--- src/rtl/cwc_trace_reader.sv ---
// ChipWatcher trace read-back engine (jtck domain).
// Once capture has stopped, this block walks the trace RAM in chronological
// order, oldest sample first, and serialises each sample LSB-first onto jtdo.
// A one-word prefetch keeps a continuously shifting host fed with no idle
// bits between samples.
// Optional build macro CWC_RD_HEADER_EN: adds a 32-bit header
// {16'hC57A, word_count[15:0]} in front of the first sample.
module cwc_trace_reader #(
    parameter int DATA_WIDTH = 14,
    parameter int ADDR_WIDTH = 16,
    parameter int DEPTH      = 1024,
    parameter int SCAN_SEL   = 1
) (
    input  logic                  jtck,
    input  logic                  jrstn,
    input  logic [1:0]            jscan,
    input  logic                  jshift,
    input  logic                  jupdate,
    input  logic                  jtdi,
    output logic                  jtdo,
    input  logic                  cap_done,
    input  logic                  cap_wrap,
    input  logic [ADDR_WIDTH-1:0] cap_last_addr,
    output logic                  rd_en,
    output logic [ADDR_WIDTH-1:0] rd_addr,
    input  logic [DATA_WIDTH-1:0] rd_data,
    output logic                  rd_busy,
    output logic                  rd_done
);

`ifdef CWC_RD_HEADER_EN
    localparam int HDR_W = 32;
`else
    localparam int HDR_W = 0;
`endif
    // Word counters need one extra bit so that a full RAM (DEPTH words) fits.
    localparam int CW  = ADDR_WIDTH + 1;
    // The first word out carries the optional header in front of the sample.
    localparam int SW  = DATA_WIDTH + HDR_W;
    localparam int BCW = $clog2(SW + 1);
    localparam logic [ADDR_WIDTH-1:0] LAST_ADDR = ADDR_WIDTH'(DEPTH - 1);

    typedef enum logic [1:0] {S_IDLE, S_PRIME, S_SHIFT, S_DONE} state_t;

    // Trace RAM addresses wrap at DEPTH-1, which need not be a power of two.
    function automatic logic [ADDR_WIDTH-1:0] addr_inc(input logic [ADDR_WIDTH-1:0] a);
        return (a == LAST_ADDR) ? '0 : a + 1'b1;
    endfunction

    state_t                state_q,   state_d;
    logic [1:0]            pcnt_q,    pcnt_d;
    logic [SW-1:0]         shift_q,   shift_d;
    logic [BCW-1:0]        bit_cnt_q, bit_cnt_d;
    logic                  first_q,   first_d;
    logic [DATA_WIDTH-1:0] hold_q,    hold_d;
    logic                  hold_vld_q, hold_vld_d;
    logic [CW-1:0]         rem_q,     rem_d;
    logic [CW-1:0]         reads_q,   reads_d;
    logic                  rd_en_q,   rd_en_d;
    logic [ADDR_WIDTH-1:0] rd_addr_q, rd_addr_d;
    logic                  pend_q,    pend_d;

    logic                  sel;
    logic                  arm;
    logic [ADDR_WIDTH-1:0] arm_start;
    logic [CW-1:0]         arm_rem;
    logic [BCW-1:0]        bit_last;
    logic [DATA_WIDTH-1:0] word_src;
    logic [SW-1:0]         first_load;
    logic                  unused_inputs;

    assign sel       = jscan[SCAN_SEL];
    assign arm       = jupdate & sel & cap_done;
    // Oldest sample sits just after the last write once the pointer has wrapped.
    assign arm_start = cap_wrap ? addr_inc(cap_last_addr) : '0;
    assign arm_rem   = cap_wrap ? CW'(DEPTH) : CW'(cap_last_addr) + CW'(1);
    assign bit_last  = first_q ? BCW'(SW - 1) : BCW'(DATA_WIDTH - 1);
    // A word that lands in the same cycle it is needed bypasses the hold register.
    assign word_src  = hold_vld_q ? hold_q : rd_data;
    // jtdi is only filler on the scan path; the unselected jscan bit is ignored.
    assign unused_inputs = ^{jtdi, jscan};

`ifdef CWC_RD_HEADER_EN
    logic [31:0] hdr_word;
    assign hdr_word   = {16'hC57A, 16'(rem_q)};
    assign first_load = {rd_data, hdr_word};
`else
    assign first_load = rd_data;
`endif

    assign jtdo    = (state_q == S_SHIFT) & shift_q[0];
    assign rd_en   = rd_en_q;
    assign rd_addr = rd_addr_q;
    assign rd_busy = (state_q == S_PRIME) | (state_q == S_SHIFT);
    assign rd_done = (state_q == S_DONE);

    // Next-state logic: arm restarts from anywhere, loss of cap_done aborts.
    always_comb begin
        state_d    = state_q;
        pcnt_d     = pcnt_q;
        shift_d    = shift_q;
        bit_cnt_d  = bit_cnt_q;
        first_d    = first_q;
        hold_d     = hold_q;
        hold_vld_d = hold_vld_q;
        rem_d      = rem_q;
        reads_d    = reads_q;
        rd_en_d    = 1'b0;
        rd_addr_d  = rd_addr_q;
        pend_d     = rd_en_q;
        if (rd_en_q) begin
            rd_addr_d = addr_inc(rd_addr_q);
        end
        if (arm) begin
            state_d    = S_PRIME;
            pcnt_d     = 2'd0;
            rd_en_d    = 1'b1;
            rd_addr_d  = arm_start;
            rem_d      = arm_rem;
            reads_d    = arm_rem - CW'(1);
            hold_vld_d = 1'b0;
            bit_cnt_d  = '0;
            first_d    = 1'b1;
            pend_d     = 1'b0;
        end else if (!cap_done) begin
            state_d    = S_IDLE;
            hold_vld_d = 1'b0;
            pend_d     = 1'b0;
        end else begin
            case (state_q)
                S_PRIME: begin
                    if (pcnt_q != 2'd2) begin
                        pcnt_d = pcnt_q + 2'd1;
                    end else begin
                        state_d   = S_SHIFT;
                        shift_d   = first_load;
                        bit_cnt_d = '0;
                        first_d   = 1'b1;
                        if (reads_q != '0) begin
                            rd_en_d = 1'b1;
                            reads_d = reads_q - CW'(1);
                        end
                    end
                end
                S_SHIFT: begin
                    if (pend_q && !hold_vld_q) begin
                        hold_d     = rd_data;
                        hold_vld_d = 1'b1;
                    end
                    if (sel && jshift) begin
                        shift_d = shift_q >> 1;
                        if (bit_cnt_q == bit_last) begin
                            rem_d = rem_q - CW'(1);
                            if (rem_q == CW'(1)) begin
                                state_d = S_DONE;
                            end else begin
                                shift_d    = SW'(word_src);
                                bit_cnt_d  = '0;
                                first_d    = 1'b0;
                                hold_vld_d = 1'b0;
                            end
                        end else begin
                            bit_cnt_d = bit_cnt_q + 1'b1;
                        end
                    end
                    if (reads_q != '0 && !rd_en_q && !pend_q && !hold_vld_q) begin
                        rd_en_d = 1'b1;
                        reads_d = reads_q - CW'(1);
                    end
                end
                default: begin
                end
            endcase
        end
    end

    // State and datapath registers with synchronous active-low reset.
    always_ff @(posedge jtck) begin
        if (!jrstn) begin
            state_q    <= S_IDLE;
            pcnt_q     <= '0;
            shift_q    <= '0;
            bit_cnt_q  <= '0;
            first_q    <= 1'b0;
            hold_q     <= '0;
            hold_vld_q <= 1'b0;
            rem_q      <= '0;
            reads_q    <= '0;
            rd_en_q    <= 1'b0;
            rd_addr_q  <= '0;
            pend_q     <= 1'b0;
        end else begin
            state_q    <= state_d;
            pcnt_q     <= pcnt_d;
            shift_q    <= shift_d;
            bit_cnt_q  <= bit_cnt_d;
            first_q    <= first_d;
            hold_q     <= hold_d;
            hold_vld_q <= hold_vld_d;
            rem_q      <= rem_d;
            reads_q    <= reads_d;
            rd_en_q    <= rd_en_d;
            rd_addr_q  <= rd_addr_d;
            pend_q     <= pend_d;
        end
    end

endmodule

--- config.mk ---
export PLATFORM = sky130hd
export DESIGN_NAME = cwc_trace_reader
export DESIGN_NICKNAME = d
export VERILOG_FILES = /design/src/rtl/cwc_trace_reader.sv
export SDC_FILE = /design/constraint.sdc
export NUM_CORES = 1
export LEC_CHECK = 0
export CAP_MARGIN = 5
export CELL_PAD_IN_SITES_DETAIL_PLACEMENT = 1
export CELL_PAD_IN_SITES_GLOBAL_PLACEMENT = 1
export CORE_MARGIN = 2
export CORE_UTILIZATION = 39
export CTS_BUF_LIST = sky130_fd_sc_hd__clkbuf_4 sky130_fd_sc_hd__clkbuf_8
export DETAILED_ROUTE_END_ITERATION = 10
export PLACE_DENSITY_LB_ADDON = 0.08
export SLEW_MARGIN = 40
export SYNTH_ARGS = -nofsm -noshare
export SYNTH_HDL_FRONTEND = slang
export SYNTH_SLANG_ARGS = --single-unit
export TNS_END_PERCENT = 50
--- constraint.sdc ---
create_clock -name jtck -period 2.9 [get_ports jtck]
set_input_delay 0.435 -clock jtck [delete_from_list [all_inputs] [get_ports jtck]]
set_output_delay 0.435 -clock jtck [all_outputs]
set_load 0.005 [all_outputs]
==> impl_metrics.tcl <==
set metrics [dict create \
    portBuffers 56 \
    skew_ns 0.00888 \
    final_antenna_net_count 0 \
    start_kind "input pin" \
    initial_core_util_pct 39.6 \
    cellLeakagePower_nw 2.80 \
    final-max-slew-violation-count 0 \
    critical_path_cell_count 10 \
    layout-area-overhead-vs-synth_pct 29.8 \
    r2r-start "rem_q[0]" \
    yosys_register_bits 89 \
    syn_inst 748 \
    timing_worst_setup_path_type "input pin to register" \
    cts_setup_buffers 0 \
    cts_hold_buf 0 \
    final_common_cell "buf_4" \
    final_stage_net_count 944 \
    dp_hpwl_um 16100 \
    peakVddDrop_v 0.000223 \
    fmax_mhz 357 \
    post-place-cells 1067 \
    grtUsageTotal_pct 26.9 \
    status "complete, no violations" \
    count_of_vias_placed_by_the_detailed_router 6451 \
    hold_slack_ns 0.462 \
    cts_resized 0 \
    p_per_area_nw_per_um2 422 \
    finalInstanceArea_um2 7410 \
    timing.reg2reg.setup_slack_ns 0.25 \
    number_of_buffers_created_by_cts 9 \
    fin_crit_ns 2.80 \
    post_route_cells_drive_above_1_share_pct 18.1 \
    antennaDiodeCount 0 \
    core_area_um2 14400 \
    timing.max_cap.violations 0 \
    worst-path-max-fanout 5 \
    final_hold_viol_count 0 \
    crit_buf_inv 1 \
    cts.clk_slew.worst_paths_ns 0.10 \
    cp.required_ns 3.19 \
    detail_routed_net_length_per_standard_cell_um 19.4 \
    rows 44 \
    critical_path_arrival_ns 3.09 \
    mapped_nets 798 \
    gp_congestion 0.919 \
    r2r_worst_path_depth 8 \
    grt_pass1_wl_um 34300 \
    worstSetupEndpoint "reads_q[16]" \
    syn_area_um2 5710 \
    htreeDepth 3 \
    postRouteWirelength_um 21000 \
    critPathSlowestCell "clkdlybuf4s50_1" \
    top_flip_flop_cell_by_instance_count_after_synthesis "dfxtp_1" \
    remaining_drc_errors 0 \
    ctsRootBufferMaster "clkbuf_8" \
    die_height_um 125 \
    synthesized_area_per_cell_um2 7.63 \
    post_drt_via_cell_ratio 5.96 \
    rsz0062_at_grt "true" \
    cell_area_placed_um2 7190 \
    grt_overflow 0 \
    worst_r2r_endpoint "rem_q[14]" \
    yosysUniqueCellTypes 78 \
    period_share_pct 96.6 \
    finish.utilization_pct 51.4 \
    tightest_slew_ns 0.749 \
    yosysSeqAreaShare_pct 31.2 \
    initialDrtViolationCount 340 \
    critical_path.max_stage_delay_ns 0.52 \
    grt_antenna_before_repair 0 \
    hold_path_class "register to register" \
    num_io_pins 59 \
    slew_headroom_pct 49.4 \
    insertion_delay_ns 0.39 \
    crit_family "compound AO/OA/AOI/OAI gates" \
    layout_common_cells "buf_4 (121), dfxtp_1 (89), nand2_1 (88)" \
    tritoncts "built" \
    setup.worst_path.end_class "register" \
    grt_max_degree 30 \
    first_global_vias 6713 \
    synthArstFlopShare_pct 0 \
    critical_path.cell_chain "clkdlybuf4s50_1 -> nand4b_1 -> nor2_1 -> a21oi_1 -> ha_1 -> o2111a_1 -> and4bb_4 -> nand4_4 -> o41a_1 -> o31a_1" \
    finalSetupViolCount 0 \
    instances_no_fill 1083 \
    clk_path_buf_depth 2 \
    worstSetupStartpoint "cap_done" \
    design.die.area_um2 15600 \
    synth-warning-count 0 \
    synth_enable_flop_cells 0 \
    dieWidth_um 125 \
    drt_pass1_iterations 5 \
    clock_sinks 89 \
]
[logic make-up after synthesis]
kind of cell               synth area share, %
and+or+nand+nor                           28.9
AOI/OAI and AO/OA                         25.6
DFF                                       31.2
buffers and inverters                     5.37
xor gates and xnor gates                  3.07
muxes                                     3.33
adders and majority gates                 2.41
[area by class of cell]
| class | count | area, um^2 |
|---|---|---|
| Clock buffer | 9 | 124 |
| Inverter | 20 | 75.1 |
| Timing Repair Buffer | 178 | 1490 |
| Fill cell | 1807 | 7020 |
| Clock inverter | 7 | 85.1 |
| Multi-Input combinational cell | 596 | 3630 |
| Tap cell | 184 | 230 |
| Sequential cell | 89 | 1780 |
[sequential cells by signal, indices dropped and copies added (netlist names)]
signal / count
bit_cnt_q: 4
hold_q: 14
hold_vld_q: 1
pcnt_q: 2
pend_q: 1
rd_addr: 16
rd_en: 1
reads_q: 17
rem_q: 17
shift_q: 14
state_q: 2
[worst reg2reg max path, cell delays in order, from the launching register on]
cell,delay (ns)
dfxtp_1,0.35
inv_1,0.10
ha_1,0.27
nor2b_1,0.20
nand2_1,0.11
or3_1,0.35
nor4b_1,0.65
a41oi_1,0.24
o221a_2,0.29
[power breakdown]
part	leakage (nW)	internal (mW)	switching (mW)	total, mW
Combinational	1.97	0.402	0.457	0.858
Sequential	0.721	1.27	0.0518	1.32
Clock	0.103	0.414	0.538	0.952
[stage by stage]
stage | worst slack, ns | total power [mW] | setup TNS [ns]
2_1_floorplan | 0.0151 | 1.79 | 0
3_3_place_gp | -0.230 | 2.16 | -1.32
3_5_place_dp | -0.289 | 2.19 | -2.03
4_1_cts | 0.119 | 3.14 | 0
5_1_grt | -0.0205 | 3.28 | -0.0205
6_report | 0.0974 | 3.13 | 0
[worst min-delay path by stage]
stage	start	end	slack, ns	depth (start not counted)
final	shift_q[0]	shift_q[0]	0.46	2
after global routing	shift_q[0]	shift_q[0]	0.48	2
after CTS	shift_q[2]	shift_q[2]	0.47	2
after detailed placement	shift_q[2]	shift_q[2]	0.45	2
after global placement	shift_q[0]	shift_q[0]	0.44	2
after floorplan	shift_q[0]	shift_q[0]	0.43	2
[layer usage]
layer | track usage, % | wire, um | part of all wire (%)
met2 | 47.9 | 10600 | 50
met4 | 11.0 | 638 | 3.0
met3 | 3.34 | 626 | 3.0
met5 | 0 | 0 | 0
met1 | 33.0 | 9140 | 44
[cells in the mapped netlist, drive strengths merged, types with 14 or more instances]
cell type	count	area, um^2
o21ai	49	249
nand4	18	128
nand3	31	170
nor3	21	105
nand2	88	330
nor2	83	312
dfxtp	89	1780
o221ai	17	149
nor4	16	128
inv	19	71.3
and3	14	87.6
clkbuf	25	95.1
o22a	14	123
mux2i	19	190
a21oi	70	350
buf	18	136
(Power assumes the default switching activity.)
